File: src/rtl/alu_writeback.sv
// alu_writeback: waits RESULT_LAT cycles for the ALU, then commits the result and masked PSW flags; ALU_WB_FORWARD_EN adds bypass outputs
module alu_writeback #(
  parameter int DATA_W     = 16,
  parameter int REG_AW     = 3,
  parameter int RESULT_LAT = 2
) (
  input  logic              clk,
  input  logic              rst_n,
  input  logic              alu_valid,
  input  logic [4:0]        instr,
  input  logic [REG_AW-1:0] dst_reg,
  input  logic [DATA_W-1:0] psw_cur,
  input  logic [DATA_W-1:0] alu_result,
  input  logic [DATA_W-1:0] alu_psw,
  input  logic              rf_busy,
  output logic              in_ready,
  output logic              rf_we,
  output logic [REG_AW-1:0] rf_waddr,
  output logic [DATA_W-1:0] rf_wdata,
  output logic              psw_we,
  output logic [DATA_W-1:0] psw_wdata,
  output logic              wb_done,
  output logic              err_illegal,
`ifdef ALU_WB_FORWARD_EN
  output logic              fwd_valid,
  output logic [REG_AW-1:0] fwd_reg,
  output logic [DATA_W-1:0] fwd_data,
`endif
  output logic              err_overrun
);
  localparam logic [1:0] IDLE = 2'd0, WAIT = 2'd1, COMMIT = 2'd2;
  logic [1:0]        state;
  logic [3:0]        cnt;
  logic [4:0]        instr_q;
  logic [REG_AW-1:0] dst_q;
  logic [DATA_W-1:0] psw_q, res_q, apsw_q, mask;
  logic              illegal, wr_ok, in_commit, commit;
  always_ff @(posedge clk) begin
    if (!rst_n) begin
      state       <= IDLE;
      cnt         <= '0;
      instr_q     <= '0;
      dst_q       <= '0;
      psw_q       <= '0;
      res_q       <= '0;
      apsw_q      <= '0;
      err_overrun <= 1'b0;
    end else begin
      if (alu_valid && state != IDLE) err_overrun <= 1'b1;
      if (state == IDLE && alu_valid) begin
        state   <= WAIT;
        cnt     <= 4'(RESULT_LAT);
        instr_q <= instr;
        dst_q   <= dst_reg;
        psw_q   <= psw_cur;
      end else if (state == WAIT) begin
        cnt <= cnt - 4'd1;
        if (cnt == 4'd1) begin
          res_q  <= alu_result;
          apsw_q <= alu_psw;
          state  <= COMMIT;
        end
      end else if (state == COMMIT && !rf_busy) begin
        state <= IDLE;
      end
    end
  end
  // XM-23 flag groups: arithmetic VNZC, logical NZ, decimal/rotate C, shift none
  always_comb begin
    illegal = instr_q[4:2] == 3'b111;
    wr_ok   = !illegal && instr_q[4:1] != 4'b0101 && instr_q[4:1] != 4'b1001;
    mask    = (instr_q[4:3] == 2'b00 || instr_q[4:1] == 4'b0101) ? DATA_W'(5'h17) :
              (instr_q[4:1] == 4'b0100 || instr_q[4:1] == 4'b1101) ? DATA_W'(5'h01) :
              (instr_q >= 5'b01100 && instr_q <= 5'b10111) ? DATA_W'(5'h06) : '0;
  end
  assign in_commit   = state == COMMIT;
  assign commit      = in_commit && !rf_busy;
  assign in_ready    = state == IDLE;
  assign rf_we       = commit && wr_ok;
  assign psw_we      = commit && mask != '0;
  assign wb_done     = commit;
  assign err_illegal = commit && illegal;
  assign rf_waddr    = in_commit ? dst_q : '0;
  assign rf_wdata    = in_commit ? res_q : '0;
  assign psw_wdata   = in_commit ? ((psw_q & ~mask) | (apsw_q & mask)) : '0;
`ifdef ALU_WB_FORWARD_EN
  assign fwd_valid = in_commit && wr_ok;
  assign fwd_reg   = fwd_valid ? dst_q : '0;
  assign fwd_data  = fwd_valid ? res_q : '0;
`endif
endmodule

File: config.mk
export PLATFORM = sky130hd
export DESIGN_NAME = alu_writeback
export DESIGN_NICKNAME = d
export VERILOG_FILES = /design/src/rtl/alu_writeback.sv
export SDC_FILE = /design/constraint.sdc
export NUM_CORES = 1
export LEC_CHECK = 0
export CORE_ASPECT_RATIO = 0.75
export CORE_MARGIN = 2
export CORE_UTILIZATION = 33
export DETAILED_ROUTE_END_ITERATION = 16
export GPL_TIMING_DRIVEN = 1
export HOLD_SLACK_MARGIN = 0.1
export MAX_ROUTING_LAYER = met4
export PLACE_DENSITY = 0.66
export SYNTH_ARGS = -nofsm -noshare
export SYNTH_HDL_FRONTEND = slang
export SYNTH_SLANG_ARGS = --single-unit
File: constraint.sdc
create_clock -name clk -period 2.4 [get_ports clk]
set_input_delay 0.48 -clock clk [delete_from_list [all_inputs] [get_ports clk]]
set_output_delay 0.48 -clock clk [all_outputs]
set_load 0.01 [all_outputs]
## Yosys cells after proc, flatten, opt, wreduce, memory -nomap -nowiden

Index checks and enable logic that the tools add are counted.

- Bits of input ports: 60
- Output and inout bits: 41
- Register bits after elaboration: 63
- Logic and storage cells: 66

- Muxes and demuxes: 12
- Add/subtract/negate cells: 1
- Reductions and logical operators: 24
- Equality and inequality tests: 11
- Magnitude comparators: 2
- Bitwise gates (word level): 6

Operators with widths:

| cell | count |
|---|---|
| 2-to-1 mux 16 bit | 2 |
| bitwise AND 16 bit | 1 |
| bitwise AND 16 x 5 -> 16 bit | 1 |
| NOT 5 -> 16 bit | 1 |
| bitwise OR 16 bit | 1 |
| nonzero test 16 bit | 1 |
| 2-to-1 mux 2 bit | 5 |
| logical AND 1 bit | 9 |
| 2-to-1 mux 3 bit | 3 |
| == test 4 x 3 -> 1 bit (second input constant) | 2 |
| nonzero test 2 bit | 3 |
| >= comparator 5 x 4 -> 1 bit (second input constant) | 1 |
| <= comparator 5 bit (second input constant) | 1 |
| 2-to-1 mux 5 bit | 1 |
| == test 4 x 1 -> 1 bit (second input constant) | 1 |
| == test 4 bit (second input constant) | 1 |
| zero test 2 bit | 2 |
| != test 4 x 3 -> 1 bit (second input constant) | 1 |
| != test 4 bit (second input constant) | 1 |
| AND reduction 2 bit | 2 |
| subtractor 4 x 1 -> 4 bit (second input constant) | 1 |
| == test 3 bit (second input constant) | 1 |
| != test 3 x 2 -> 1 bit (second input constant) | 1 |
| AND reduction 3 bit | 1 |
| 9 further kinds | 12 |

## Depth between registers and ports, before layout

Gate-level depths: netlist of the first run.

- Depth after elaboration: 9
- Gate-level depth with buffers: 6

## Worst setup path before layout of the first run

No wires, ideal clock.

- Kind: register -> output
- Start: register instr_q[2]
- End: output port rf_we
- Cell stages (with the launch flop): 4
- Slack: 623 ps
- Required time: 1920 ps
- Arrival: 1297 ps
- Buffers on the path: 0
- Cell sequence: dfxtp_1 nand2b_1 o21ai_0 a2111oi_0

- Word-level cells in the longest chain between the ends: 5
- Elaborated cells between the ends (all ways): 7
- Those cells by class: eq/ne (3); reduce/logical (4)

RTL lines:

| element | line | source |
|---|---|---|
| start, declared | 34 | `logic [4:0] instr_q;` |
| start signal, assigned | 53 | `instr_q <= instr;` |
| == test 3 bit | 70 | `illegal = instr_q[4:2] == 3'b111;` |
| zero test 1 bit | 71 | `wr_ok = !illegal && instr_q[4:1] != 4'b0101 && instr_q[4:1] != 4'b1001;` |
| logical AND 1 bit | 71 |  |
| logical AND 1 bit * | 71 |  |
| logical AND 1 bit * | 79 | `assign rf_we = commit && wr_ok;` |
| end, declared | 17 | `output logic rf_we,` |

Mark *: on every way between the ends. The rest lies on a longest branch, timed or not.

## Final worst setup path of the first run

- Start: input port rf_busy
- End: output port psw_we

- Word-level cells in the longest chain between the ends: 3

RTL lines:

| element | line | source |
|---|---|---|
| start, declared | 15 | `input logic rf_busy,` |
| zero test 1 bit | 77 | `assign commit = in_commit && !rf_busy;` |
| logical AND 1 bit | 77 |  |
| logical AND 1 bit | 80 | `assign psw_we = commit && mask != '0;` |
| end, declared | 20 | `output logic psw_we,` |

Every way passes these cells.

==> results.yml, run 1 <==
floorplanning:
  io_pins: 101
  die_y_um: 78.1
  num_rows: 26
  dieArea_um2: 8020
  die_w_um: 103
  start_util_pct: 34.7
  core_area_um2: 6960
worst_setup_path:
  path_common_cell: "clkdlybuf4s50_1"
  crit_fanout: 3
  path_buf_inv: 3
  crit_path_max_incr_delay_ps: 570
  cpLargestDelayFamily: "buffers and inverters"
  start_kind: "input port"
  path_cells: "clkdlybuf4s50_1 > buf_4 > a311oi_1 > clkdlybuf4s50_1"
  required_ps: 1920
  worstSetupPathType: "input port to output pin"
  end_kind: "output pin"
  crit_path_top_delay_cell: "clkdlybuf4s50_1"
  worstPathArrival_ps: 1850
sta:
  fmax_ghz: 0.429
  hold_viol_final: 0
  rsz0062_at_grt: "false"
  final-setup-viol-count: 0
  worst_pin_slew_ps: 842
  setup_ws_ps: 67.3
  setup-tns-final_ps: 0
  min_period_ps: 2330
  drv_slew: 0
  fin_skew_ps: 13.6
  slew_headroom_pct: 43.8
  fin_crit_sh_pct: 97.2
clock_network:
  clk_latency_ps: 300
  ctsRootBufferMaster: "clkbuf_8"
  cts_buffers: 5
  cts_tree: "yes"
  clockBufferDepth: 2
  cts_sinks: 50
  cts.reportedPaths.clkPinSlew_ps: 80
  cts_setup_buffers: 0
  htree_levels: 2
finish:
  final_net_count: 438
  area_growth_pct: 41.5
  final_util_pct: 49.1
  layout.cells.non_filler: 474
  final_layout_size_suffix_gt1_share_pct: 6.91
  insertedDiodeCount: 0
synth:
  synth_ff_type: "dfxtp_1"
  yosys-top-cells-area: "dfxtp_1 41%, nand2_1 15%, mux2i_1 9.5%"
  synth_cell_type_count: 35
  ys_seq_area_share_pct: 41.5
  yosys_register_bits: 50
  synth-edff-count: 0
  synth_area_um2: 2410
  syn_nets: 357
  avgSynthCellArea_um2: 8.19
  yosysWarnings: 0
  synthArstFlopShare_pct: 0
  synth_top_area_cell: "dfxtp_1"
  synthCells: 295
  synth_top_area_share_pct: 41.5
global_routing:
  grt_pass1_wl_mm: 9.15
  track_usage_pct: 14.7
  antenna_found_initial: 0
  grt_pass1_vias: 2029
  grt_max_degree: 32
  overflow: 0
route:
  wl_met3_um: 314
  ant_nets: 0
  detail_route.iter0.violations: 75
  viasPerCell: 4.52
  wl_per_cell_um: 12.1
  wl_met2_mm: 2.56
  drc: 0
  top_layer: "met4"
  drt_pass1_iterations: 4
  drt-total-wl_mm: 5.75
  met1Wirelength_mm: 2.81
  via_count: 2142
place:
  dp_hpwl_mm: 3.99
  place.gp.congestion: 0.806
  place_inst: 467
  place_ws_ps: -26.2
  port_buffers: 87
power:
  power_mw: 1.65
  p_leak_nw: 1.27
  powerDensity_nw_per_um2: 484
  peakVddDrop_v: 0.000252
run_status:
  outcome: "finished, final reports clean"
flow_run:
  cap_violations: 0
min_path:
  min_path_type: "flop to flop"
-- flip-flops by register name, indices dropped and copies added, names as in the netlist --
signal,flops
state,2
cnt,4
instr_q,4
res_q,16
psw_q,16
err_overrun,1
apsw_q,4
dst_q,3
-- worst register-to-register path, delay by kind of cell (launching register included) --
kind,cells,cell delay (ps)
AND/OR/NAND/NOR,2,960
flip-flops,1,350
AO/OA/AOI/OAI,1,90
buffers and inverters,1,180
-- cell families after synthesis --
group	share of synthesized area [%]
simple gates	28.2
flops	41.5
compound gates	11.2
buf+inv	8.50
mux	9.53
fa+ha+maj	1.04
-- report_power, final --
group	internal [mW]	switching (mW)
sequential	0.875	0.0306
clock	0.201	0.273
combinational	0.147	0.128
-- placed cells by master (no fill, tap or decap), drive strengths merged, types with 2 or more instances in the layout --
master         synthesis  layout
and2                  31      31
a21oi                 28      28
nor3                   2       2
buf                   15      11
o21bai                 2       2
inv                    6       6
ha                     2       2
a21boi                 2       2
clkbuf                 9       6
mux2i                 23      23
nor2b                  3       3
nand3                  2       2
nor3b                  3       3
clkdlybuf4s50          0      84
nand2b                 2       2
nand2                 95      95
nor2                   4       4
o21ai                  5       5
dfxtp                 50      50
dlygate4sd2            0       2
-- through the flow --
stage / instance area, um^2 / hold slack [ps]
floorplan: 2410 / 430
global placement: 3320 / 435
detailed placement: 3320 / 441
CTS: 3400 / 454
global route: 3420 / 477
finish: 3420 / 449
-- synthesized netlist by cell type, types with 3 or more instances --
cell,count
nand2_1,95
dfxtp_1,50
and2_1,31
a21oi_1,28
mux2i_1,23
buf_2,6
buf_6,6
clkbuf_1,6
inv_1,6
o21ai_0,5
nor2_1,4
clkbuf_2,3
nor2b_1,3
-- area by class of cell --
cell class / count / area (um^2)
Clock buffer: 6 / 72.6
Clock inverter: 1 / 7.51
Fill cell: 699 / 3540
Inverter: 6 / 22.5
Multi-Input combinational cell: 215 / 1220
Sequential cell: 50 / 1000
Tap cell: 98 / 123
Timing Repair Buffer: 98 / 966
-- per-layer routing --
metal / vias up / track usage, %
li1: 1112 / -
met1: 973 / 19.1
met2: 50 / 23.1
met3: 7 / 3.12
met4: 0 / 4.08
met5: - / -
-- path summary, 6_finish.rpt --
check                   start          end  slack, ps  cells past startpoint
setup / recovery      rf_busy       psw_we         70                      4
setup reg to reg     state[0]   instr_q[2]        700                      4
hold / removal    err_overrun  err_overrun        450                      2
hold reg to reg   err_overrun  err_overrun        450                      2
-- repair_timing --
action | CTS | global route
hold buffers | 0 | 0
resized for setup | 4 | 4
endpoints found under the hold margin | 0 | 0
endpoints found under the setup margin | 3 | 2
No activity file was read; power rests on OpenSTA's default activity.
==> inputs of run 2 (changes only) <==
CTS_CLUSTER_DIAMETER = 30   (was unset)
DONT_BUFFER_PORTS = 1   (was unset)
PLACE_DENSITY = 0.48   (was 0.66)
==> run 2 against run 1 <==
  * Non-clock buffer count down 90
  * First-iteration DRC count up 1.3%
  * Power increased by 1.9%
  * Critical path type is now flop to output pin
  * Largest power group unchanged
==> results.yml, run 2 (synthesized netlist as in run 1, its figures left out) <==
floorplanning:
  die_w_um: 103
  io_pins: 101
  dieArea_um2: 8020
  die_y_um: 78.1
  start_util_pct: 34.7
  core_area_um2: 6960
  num_rows: 26
worst_setup_path:
  reg2regPathDepth: 4
  start_kind: "flop"
  end_kind: "output pin"
  worstPathArrival_ps: 1750
  worstSetupPathType: "flop to output pin"
  required_ps: 1920
  crit_fanout: 6
finish:
  final_layout_size_suffix_gt1_share_pct: 8.01
  n_fill_cell: 798
  reg_top3: "psw_q (16), res_q (16)"
  final_common_cell: "nand2_1"
  final_net_count: 348
  area_growth_pct: 4.82
  final_cell_mix: "95 x nand2_1, 50 x dfxtp_1, 31 x and2_1, 28 x a21oi_1, 23 x mux2i_1"
  insertedDiodeCount: 0
clock_network:
  cts_resized: 0
  cts_sinks: 50
  cts.reportedPaths.clkPinSlew_ps: 100
  clk_latency_ps: 300
  ctsRootBufferMaster: "clkbuf_8"
  cts_hold_buf: 0
  cts_setup_buffers: 0
  htree_levels: 2
  cts_tree: "yes"
  cts_buffers: 5
  clockBufferDepth: 2
route:
  viasPerCell: 4.74
  drc: 0
  ant_nets: 0
  wl_per_cell_um: 13.9
  detail_route.iter0.violations: 76
  drt_pass1_iterations: 4
  drt-total-wl_mm: 5.34
  via_count: 1824
min_path:
  whs_path_depth: 2
  min_path_type: "input port to flop"
global_routing:
  overflow: 0
  grt_max_degree: 45
  grt_pass1_wl_mm: 8.40
  track_usage_pct: 13.7
  grt_pass1_vias: 1707
  antenna_found_initial: 0
power:
  peakVddDrop_v: 0.000254
  p_leak_nw: 0.917
  powerDensity_nw_per_um2: 666
flow_run:
  cap_violations: 0
sta:
  rsz0062_at_grt: "false"
  drv_slew: 0
  worst_pin_slew_ps: 917
  min_period_ps: 2230
  setup-tns-final_ps: 0
  fin_skew_ps: 8.07
  setup_ws_ps: 171
  fin_crit_sh_pct: 92.9
  fmax_ghz: 0.449
  slew_headroom_pct: 38.9
  hold_viol_final: 0
  final-setup-viol-count: 0
place:
  place.gp.congestion: 0.788
  dp_hpwl_mm: 3.67
  place_ws_ps: 539
  port_buffers: 0
run_status:
  outcome: "finished, final reports clean"
==> run 2: cell type report <==
cell class / instances / area [um^2] / area share (%)
well taps: 98 / 123 / 4.84
repair buffers: 8 / 60.1 / 2.37
clock buffers: 5 / 68.8 / 2.72
multi-input cells: 215 / 1210 / 47.8
flip-flops and latches: 50 / 1000 / 39.5
clock inverters: 3 / 45.0 / 1.78
inverters: 6 / 22.5 / 0.890
==> run 2: metal layers <==
layer | vias to the layer above | GRT usage (%) | wire length [um] | part of all wire [%]
met3 | 2 | 3.83 | 394 | 7.4
met4 | 0 | 2.76 | 15 | 0.28
li1 | 937 | - | - | -
met5 | - | - | 0 | 0
met1 | 825 | 19.8 | 2780 | 52
met2 | 60 | 19.2 | 2160 | 40
==> run 2: worst paths after layout <==
check / startpoint / to / slack (ps)
hold / removal: psw_cur[7] / psw_q[7] / 300
hold reg to reg: dst_q[1] / dst_q[1] / 450
setup / recovery: instr_q[2] / rf_we / 170
setup reg to reg: state[0] / res_q[5] / 630
==> run 2: critical path, cell delays in order (launching register included) <==
cell       delay (ps)
dfxtp_1           410
nand2b_1          190
o21ai_0            90
a2111oi_0         540
buf_4             220
==> run 2: report_power, final <==
part	leakage (nW)	total, mW	switching, mW	internal [mW]
Sequential	0.408	0.910	0.0353	0.875
Clock	0.0504	0.607	0.296	0.311
Combinational	0.459	0.168	0.0978	0.0703
Total	0.917	1.69	0.429	1.26
==> run 2: per-stage QoR <==
stage	cells	hold WS [ps]	power, mW	utilization, %	cell area (um^2)
finish	385	297	1.69	36.4	2530
CTS	385	283	1.72	36.4	2530
detailed placement	377	442	1.10	34.7	2420
floorplan	295	430	1.09	-	2410
global route	385	281	1.78	36.4	2530
global placement	377	438	1.10	34.7	2420
